## src/rtl/seg_scan_pkg.sv

```systemverilog
// Shared constants and types for the multiplexed 7-segment display scanner.
// Segment codes are active-high {g,f,e,d,c,b,a}.
package seg_scan_pkg;

  localparam logic [6:0] SEG_0    = 7'h3F;
  localparam logic [6:0] SEG_1    = 7'h06;
  localparam logic [6:0] SEG_2    = 7'h5B;
  localparam logic [6:0] SEG_3    = 7'h4F;
  localparam logic [6:0] SEG_4    = 7'h66;
  localparam logic [6:0] SEG_5    = 7'h6D;
  localparam logic [6:0] SEG_6    = 7'h7D;
  localparam logic [6:0] SEG_7    = 7'h07;
  localparam logic [6:0] SEG_8    = 7'h7F;
  localparam logic [6:0] SEG_9    = 7'h6F;
  localparam logic [6:0] SEG_DASH = 7'h40;

  // Pad-level (active-low) idle values.
  localparam logic [6:0] SEG_OFF  = 7'h7F;
  localparam logic [3:0] AN_OFF   = 4'hF;

  typedef enum logic [1:0] {
    PH_GUARD,
    PH_ON,
    PH_OFF
  } slot_phase_t;

endpackage

```

## src/rtl/bcd_to_7seg.sv

```systemverilog
// Combinational BCD nibble to active-high 7-segment decoder.
// Non-decimal nibbles render as a dash.
module bcd_to_7seg
  import seg_scan_pkg::*;
(
  input  logic [3:0] bcd,
  output logic [6:0] segs
);

  always_comb begin
    segs = SEG_DASH;
    case (bcd)
      4'd0:    segs = SEG_0;
      4'd1:    segs = SEG_1;
      4'd2:    segs = SEG_2;
      4'd3:    segs = SEG_3;
      4'd4:    segs = SEG_4;
      4'd5:    segs = SEG_5;
      4'd6:    segs = SEG_6;
      4'd7:    segs = SEG_7;
      4'd8:    segs = SEG_8;
      4'd9:    segs = SEG_9;
      default: segs = SEG_DASH;
    endcase
  end

endmodule

```

## src/rtl/seg_scan_sched.sv

```systemverilog
// Four-digit common-anode scan scheduler: per-frame snapshot, guard blanking,
// PWM brightness window and leading-zero suppression, registered outputs.
module seg_scan_sched
  import seg_scan_pkg::*;
#(
  parameter int SLOT_CYC  = 1024,
  parameter int GUARD_CYC = 64
) (
  input  logic        clk,
  input  logic        rst_n,
  input  logic [15:0] digits_bcd,
  input  logic [3:0]  digit_en,
  input  logic        blank_lz,
  input  logic [2:0]  brightness,
  output logic [6:0]  seg,
  output logic [3:0]  an,
  output logic        frame_start
);

  localparam int CW   = (SLOT_CYC > 1) ? $clog2(SLOT_CYC) : 1;
  localparam int STEP = (SLOT_CYC - GUARD_CYC) / 8;

  logic [CW-1:0] slot_cnt;
  logic [1:0]    idx;
  logic [15:0]   digits_q;
  logic [3:0]    en_q;
  logic          lz_q;
  logic [2:0]    bright_q;

  logic          slot_last;
  logic          frame_head;
  logic [3:0]    cur_nib;
  logic [6:0]    cur_code;
  logic [3:0]    suppress;
  logic [31:0]   slot_ext;
  logic [31:0]   on_end;
  slot_phase_t   phase;
  logic          lit;
  logic [3:0]    an_next;
  logic [6:0]    seg_next;

  assign slot_last  = (slot_cnt == CW'(SLOT_CYC - 1));
  assign frame_head = (slot_cnt == '0) && (idx == 2'd0);

  always_ff @(posedge clk or negedge rst_n) begin
    if (!rst_n) begin
      slot_cnt <= '0;
      idx      <= 2'd0;
    end else if (slot_last) begin
      slot_cnt <= '0;
      idx      <= idx + 2'd1;
    end else begin
      slot_cnt <= slot_cnt + CW'(1);
    end
  end

  // Frame contents are frozen at the start of digit 0's slot so a frame never mixes old and new values.
  always_ff @(posedge clk or negedge rst_n) begin
    if (!rst_n) begin
      digits_q <= '0;
      en_q     <= '0;
      lz_q     <= 1'b0;
      bright_q <= '0;
    end else begin
      if (frame_head) begin
        digits_q <= digits_bcd;
        en_q     <= digit_en;
        lz_q     <= blank_lz;
      end
      if (slot_cnt == '0) begin
        bright_q <= brightness;
      end
    end
  end

  always_comb begin
    cur_nib = digits_q[3:0];
    case (idx)
      2'd0: cur_nib = digits_q[3:0];
      2'd1: cur_nib = digits_q[7:4];
      2'd2: cur_nib = digits_q[11:8];
      2'd3: cur_nib = digits_q[15:12];
      default: cur_nib = digits_q[3:0];
    endcase
  end

  bcd_to_7seg u_dec (
    .bcd  (cur_nib),
    .segs (cur_code)
  );

  // A digit is a leading zero when it and every digit above it are zero; digit 0 always shows.
  always_comb begin
    suppress    = 4'b0000;
    suppress[3] = lz_q && (digits_q[15:12] == 4'd0);
    suppress[2] = suppress[3] && (digits_q[11:8] == 4'd0);
    suppress[1] = suppress[2] && (digits_q[7:4] == 4'd0);
  end

  always_comb begin
    slot_ext = 32'(slot_cnt);
    on_end   = 32'(GUARD_CYC) + (32'(bright_q) + 32'd1) * 32'(STEP);
    phase    = PH_OFF;
    if (slot_ext < 32'(GUARD_CYC)) begin
      phase = PH_GUARD;
    end else if (slot_ext < on_end) begin
      phase = PH_ON;
    end
    lit      = (phase == PH_ON) && en_q[idx] && !suppress[idx];
    an_next  = AN_OFF;
    seg_next = SEG_OFF;
    if (lit) begin
      an_next[idx] = 1'b0;
      seg_next     = ~cur_code;
    end
  end

  always_ff @(posedge clk or negedge rst_n) begin
    if (!rst_n) begin
      an          <= AN_OFF;
      seg         <= SEG_OFF;
      frame_start <= 1'b0;
    end else begin
      an          <= an_next;
      seg         <= seg_next;
      frame_start <= frame_head;
    end
  end

endmodule

```

## config.mk

```make
export PLATFORM = sky130hd
export DESIGN_NAME = seg_scan_sched
export DESIGN_NICKNAME = d
export VERILOG_FILES = /design/src/rtl/seg_scan_pkg.sv /design/src/rtl/bcd_to_7seg.sv /design/src/rtl/seg_scan_sched.sv
export SDC_FILE = /design/constraint.sdc
export NUM_CORES = 1
export LEC_CHECK = 0
export ABC_AREA = 1
export CAP_MARGIN = 20
export CORE_MARGIN = 3
export CORE_UTILIZATION = 55
export CTS_BUF_LIST = sky130_fd_sc_hd__clkbuf_16
export CTS_CLUSTER_DIAMETER = 100
export DETAILED_ROUTE_END_ITERATION = 10
export HOLD_SLACK_MARGIN = 0.12
export PLACE_DENSITY = 0.77
export SYNTH_ARGS = -nofsm -noshare
export SYNTH_HDL_FRONTEND = slang
export SYNTH_SLANG_ARGS = --single-unit
```

## constraint.sdc

```tcl
create_clock -name clk -period 4.2 [get_ports clk]
set_clock_uncertainty 0.05 [all_clocks]
set_input_delay 0.42 -clock clk [delete_from_list [all_inputs] [get_ports clk]]
set_output_delay 0.42 -clock clk [all_outputs]
set_load 0.005 [all_outputs]
```

Word-level counts from Yosys, hierarchy flattened --
Memory sizes are Yosys's and may differ from the RTL's. Index checks and enable logic that the tools add are counted.
Word-level totals: register bits after elaboration 48, latch bits 0, RAM bits 0, ROM bits 112, word-level logic and storage cells 51, memories 1
Memory list:
- (no name shown) | depth 16, bits a word 7, rd ports 1, clocked after Yosys merged registers in 0, wr ports 0, line bcd_to_7seg.sv:12 | case (bcd)
Cells by class: $add $sub $neg 4, multipliers 1, divide/modulo/power cells 0, $lt $le $gt $ge 4, eq/ne operators 5, shift operators 0, muxes and demuxes 12, bitwise operators 2, reductions and logical operators 13
Operators with widths (count):
- $pmux W4 S4 | 1
- $add A7 B11 Y12 const A | 1
- $logic_not A4 Y1 | 3
- $lt A10 B12 Y1 | 1
- $add A10 B1 Y10 const B | 1
- $eq A10 B10 Y1 const B | 1
- $logic_not A10 Y1 | 1
- $lt A10 B7 Y1 const B | 1
- $mux W10 | 1
- $mul A4 B4 Y8 const B | 1
- $logic_and A1 B1 Y1 | 7
- $mux W7 | 1
- $not A7 Y7 | 1
- $add A3 B1 Y4 const B | 1
- $bmux W1 S2 | 2
- $eq A2 B1 Y1 const B | 2
- $eq A2 B2 Y1 const B | 2
- $mux W2 | 2
- $mux W4 | 1
- $not A4 Y4 | 1
- $lt A2 B3 Y1 const B | 1
- $mux W1 | 3
- $add A2 B1 Y2 const B | 1
- $demux W1 S2 | 1
- other kinds (3) | 3

Logic depth before layout (Yosys ltp) --
Gate-level depths: netlist (run 1).
depth in word-level cells 10, depth in mapped cells 25, mapped depth without buffers 24

By module --
A second synthesis (run 1) with hierarchy kept.
Unflattened totals: cell total of the unflattened synthesis 375, area total of the unflattened synthesis 2970.3 sq um
By module, submodules not included:
- seg_scan_sched | times used 1, cells each 339, area an instance 2777.7 sq um, sequential area each 1214.9 sq um
- bcd_to_7seg | times used 1, cells each 36, area an instance 192.7 sq um, sequential area each 0.0 sq um

Worst setup path before layout (run 1) --
Ideal clock, no wire load.
path kind register to register, from register bright_q[0], to register seg[3], setup time 0.077 ns, data arrival time 3.497 ns, required time 4.073 ns, slack 0.576 ns, cell stages (with the launch flop) 23, clock period less this slack 3.624 ns, cells stage by stage dfrtp_1 -> ha_1 -> or2_2 -> nand2_1 -> inv_1 -> ha_1 -> inv_1 -> fa_1 -> fa_1 -> nand2_1 -> nand2_1 -> o21ai_0 -> xor2_1 -> ha_1 -> nand2_1 -> inv_1 -> nand2_1 -> inv_1 -> nand3_1 -> nand3_1 -> nor2_1 -> buf_4 -> nand2_1
On the way: word-level cells in the longest chain between the ends 10
Ends and longest elaborated chain:
- from (decl) | line seg_scan_sched.sv:28 | logic [2:0] bright_q;
- from (signal assigned) | line seg_scan_sched.sv:71 | bright_q <= brightness;
- $add A3 B1 Y4 | line seg_scan_sched.sv:102 | on_end = 32'(GUARD_CYC) + (32'(bright_q) + 32'd1) * 32'(STEP);
- $mul A4 B4 Y8 | line seg_scan_sched.sv:102
- $add A7 B11 Y12 | line seg_scan_sched.sv:102
- $lt A10 B12 Y1 | line seg_scan_sched.sv:106 | end else if (slot_ext < on_end) begin
- $mux W2 | line seg_scan_sched.sv:106
- $mux W2 | line seg_scan_sched.sv:104 | if (slot_ext < 32'(GUARD_CYC)) begin
- $eq A2 B1 Y1 | line seg_scan_sched.sv:109 | lit = (phase == PH_ON) && en_q[idx] && !suppress[idx];
- $logic_and A1 B1 Y1 (2 in a row) | line seg_scan_sched.sv:109
- $mux W7 | line seg_scan_sched.sv:112 | if (lit) begin
- net seg_next[3] | line seg_scan_sched.sv:40 | logic [6:0] seg_next;
- to (signal assigned) | line seg_scan_sched.sv:125 | seg <= seg_next;
- to (decl) | line seg_scan_sched.sv:15 | output logic [6:0] seg,
The timed path passes the listed nets, and every way through them passes these cells. A chain may end at the register's enable or synchronous reset.

Worst setup path after layout (run 1) --
from register bright_q[0], to register an[2]
On the way: word-level cells in the longest chain between the ends 10
Ends and longest elaborated chain:
- $add A3 B1 Y4 | line seg_scan_sched.sv:102
- $mul A4 B4 Y8 | line seg_scan_sched.sv:102
- $add A7 B11 Y12 | line seg_scan_sched.sv:102
- $lt A10 B12 Y1 | line seg_scan_sched.sv:106
- $mux W2 | line seg_scan_sched.sv:106
- $mux W2 | line seg_scan_sched.sv:104
- $eq A2 B1 Y1 | line seg_scan_sched.sv:109
- $logic_and A1 B1 Y1 (2 in a row) | line seg_scan_sched.sv:109
- $mux W4 | line seg_scan_sched.sv:112
- net an_next[2] | line seg_scan_sched.sv:39 | logic [3:0] an_next;
- to (signal assigned) | line seg_scan_sched.sv:124 | an <= an_next;
- to (decl) | line seg_scan_sched.sv:16 | output logic [3:0] an,
The timed path passes the listed nets, and every way through them passes these cells.

==> results.yml, run 1 <==
worst_setup_path:
  end_kind: "flip-flop"
  reg2reg_depth: 22
  crit_type: "flip-flop to flip-flop"
  crit_fanout: 11
  required_ns: 4.36
  critPathLaunchType: "flip-flop"
  arrival_ns: 4.05
cells_and_area:
  drive_above_1_share_pct: 9.976
  finalNetCount: 464
  final_util_pct: 71.74
  diodes: 0
  synthToLayoutAreaGrowth_pct: 21.34
  instances_no_fill: 478
global_routing:
  grt_pass1_wl_um: 10540
  gr-usage-all-layers_pct: 21.81
  grt_max_degree: 49
  grt_pass1_vias: 2391
  grt-ovfl-total: 0
  antenna_found_initial: 0
sta:
  setup_viol: 0
  rsz0062_at_grt: "no"
  tns_ns: 0
  post-route-min-period_ns: 3.881
  slew_violations: 0
  clock.fmax_ghz: 0.2576
  relSlewSlack_pct: 59.97
  tightest_slew_ns: 0.6004
  hold_viol: 0
  period_share_pct: 92.41
  fin_hold_ws_ns: 0.4395
worst_hold_path:
  whs_path_depth: 2
  hp-class: "flip-flop to flip-flop"
synthesis:
  synth_ff_type: "dfrtp_1"
  synth_warnings: 0
  synthesis.area_um2: 2885
  synthCells: 368
  synth-compound-area-share_pct: 3.339
  synth_mux_area_share_pct: 0
  avgSynthCellArea_um2: 7.840
  async_flop_share_pct: 100.0
  ys_seq_area_share_pct: 42.11
  synth_xor_area_share_pct: 2.732
  yosys.area_share.simple_pct: 31.27
  synthDistinctLibCells: 33
  synth_top_family_by_area: "simple AND/OR/NAND/NOR gates"
  ys_seq_elements: 48
  synth_edf_count: 0
  synth_fa_ha_area_share_pct: 12.66
  synth_nets: 422
power:
  ir_drop_uv: 234.4
  p_leak_nw: 1.833
  p_total_mw: 1.101
  power_density_nw_per_um2: 314.6
placement:
  routabilityCongestion: 0.8895
  dp_hpwl_um: 4266
  dp.cells: 468
  port_buffers: 37
detailed_routing:
  drtIter0Drc: 114
  wl_per_cell_um: 12.23
  dr.pass1.iters: 4
  drt-total-wl_um: 5846
  drt-vias-per-instance: 4.910
  via_count: 2347
  ant_nets: 0
  drt_drc_violations_left: 0
die:
  dieWidth_um: 78.43
  chipHeight_um: 78.43
  pin_count: 38
  initial_core_util_pct: 59.13
  rows: 25
  core_area_um2: 4880
  fp.dieArea_um2: 6151
run:
  max-cap-violations: 0
clocking:
  cts_htree_levels: 2
  cts.clk_slew.worst_paths_ns: 0.06
  cts_tree: "yes"
  clock_latency_ns: 0.29
  clockBufferDepth: 2
  clock_sinks: 48
  cts_root_buf: "clkbuf_16"
  numCtsBuffers: 5
status:
  status: "complete, no violations"
-- power breakdown --
group	leakage (nW)	switching (mW)	internal [mW]	total, mW
clock	0.0846	0.166	0.253	0.419
sequential	0.562	0.0103	0.475	0.485
combinational	1.19	0.103	0.0943	0.197
total	1.83	0.280	0.822	1.10
-- registers in the layout, indices dropped and copies added, names as in the netlist --
| name | flops |
|---|---|
| digits_q | 16 |
| slot_cnt | 10 |
| seg | 7 |
| an | 4 |
| en_q | 4 |
| bright_q | 3 |
| idx | 2 |
| frame_start | 1 |
| lz_q | 1 |
-- worst paths after layout --
kind	start	end	slack, ns
min in group asynchronous	rst_n	digits_q[5]	0.59
max	bright_q[0]	an[2]	0.32
min	digits_q[2]	digits_q[2]	0.44
max in group asynchronous	rst_n	seg[4]	2.93
max reg2reg	bright_q[0]	an[2]	0.32
min reg2reg	digits_q[2]	digits_q[2]	0.44
-- metrics by stage --
step	area [µm²]	setup WS, ns
final	3501	0.3186
after global routing	3501	0.02667
after CTS	3460	0.2990
after detailed placement	3302	0.3409
after global placement	3302	0.4562
after floorplan	2885	0.5762
-- cells in the final DEF, fill, tap and decap left out, drive strengths merged, types with 6 or more instances in the layout --
master | netlist | final
dfstp | 11 | 11
inv | 49 | 51
dfrtp | 37 | 37
ha | 26 | 26
clkdlybuf4s50 | 0 | 36
nor2 | 18 | 18
or2 | 6 | 6
o21ai | 6 | 6
nand3 | 23 | 23
xor2 | 7 | 7
a21oi | 6 | 6
clkbuf | 0 | 6
nand2 | 156 | 156
-- what timing repair did --
item | in CTS | in global routing
setup buffers | 0 | 0
hold buffers | 0 | 1
resized for setup | 0 | 3
endpoints found under the setup margin | 0 | 11
hold endpoints to repair | 0 | 15
-- cell type report --
cell class,instances,area [µm²]
Inverter,50,187.7
Sequential cell,48,1216
Fill cell,421,1379
Timing Repair Buffer,40,402.9
Multi-Input combinational cell,265,1453
Tap cell,67,83.83
Clock inverter,2,7.507
Clock buffer,6,150.1
-- metal layers --
metal	track usage (%)	wire length (µm)
met5	0	0
met4	8.042	97
met3	4.702	245
met2	38.61	2875
met1	25.97	2627
-- cells by family (layout without fill, tap and decap cells) --
family                     Yosys count  in the layout
AOI/OAI and AO/OA                   16             16
xor gates and xnor gates             9              9
adders and majority gates           28             28
buffers and inverters               55             98
DFF                                 48             48
and+or+nand+nor                    212            212
-- critical path, cell delays in order (launching register included) --
cell and delay [ns]:
dfrtp_1 0.44, ha_1 0.26, or2_2 0.30, nand2_1 0.09, inv_1 0.06, ha_1 0.31, inv_1 0.07, fa_1 0.43
fa_2 0.38, nand2_1 0.08, nand2_1 0.04, o21ai_0 0.10, xor2_1 0.18, ha_1 0.26, nand2_1 0.07, inv_1 0.03
nand2_1 0.06, inv_1 0.06, nand3_1 0.08, nand3_1 0.08, nor2_1 0.10, buf_4 0.18, nand2_1 0.07
-- Yosys cell counts, types with 4 or more instances --
master / instances / share of area [%]
nand2_1: 155 / 20
ha_1: 26 / 11
o21ai_0: 4 / 0.69
nand3_1: 22 / 3.8
inv_2: 4 / 0.52
inv_1: 45 / 5.9
or2_2: 5 / 1.1
a21oi_1: 6 / 1.0
xor2_1: 7 / 2.1
nor3_1: 4 / 0.69
dfstp_2: 11 / 10
nor2_1: 17 / 2.2
dfrtp_1: 37 / 32
Note: power is estimated with default switching activity, not from simulation.
==> run 2, diff against run 1 <==
--- a/config.mk
+++ b/config.mk
@@ -11,6 +11,7 @@
 export CORE_UTILIZATION = 55
 export CTS_BUF_LIST = sky130_fd_sc_hd__clkbuf_16
 export CTS_CLUSTER_DIAMETER = 100
+export CTS_CLUSTER_SIZE = 16
 export DETAILED_ROUTE_END_ITERATION = 10
 export HOLD_SLACK_MARGIN = 0.12
 export PLACE_DENSITY = 0.77
==> results of run 2 <==
The final DEF is identical to that of run 1; final timing and power are the same.
==> run 3, diff against run 2 <==
--- a/config.mk
+++ b/config.mk
@@ -6,6 +6,7 @@
 export NUM_CORES = 1
 export LEC_CHECK = 0
 export ABC_AREA = 1
+export ABC_CLOCK_PERIOD_IN_PS = 4200
 export CAP_MARGIN = 20
 export CORE_MARGIN = 3
 export CORE_UTILIZATION = 55
@@ -15,6 +16,7 @@
 export DETAILED_ROUTE_END_ITERATION = 10
 export HOLD_SLACK_MARGIN = 0.12
 export PLACE_DENSITY = 0.77
+export SKIP_LAST_GASP = 1
 export SYNTH_ARGS = -nofsm -noshare
 export SYNTH_HDL_FRONTEND = slang
 export SYNTH_SLANG_ARGS = --single-unit
==> results of run 3 <==
The final DEF is identical to that of run 1; final timing and power are the same.
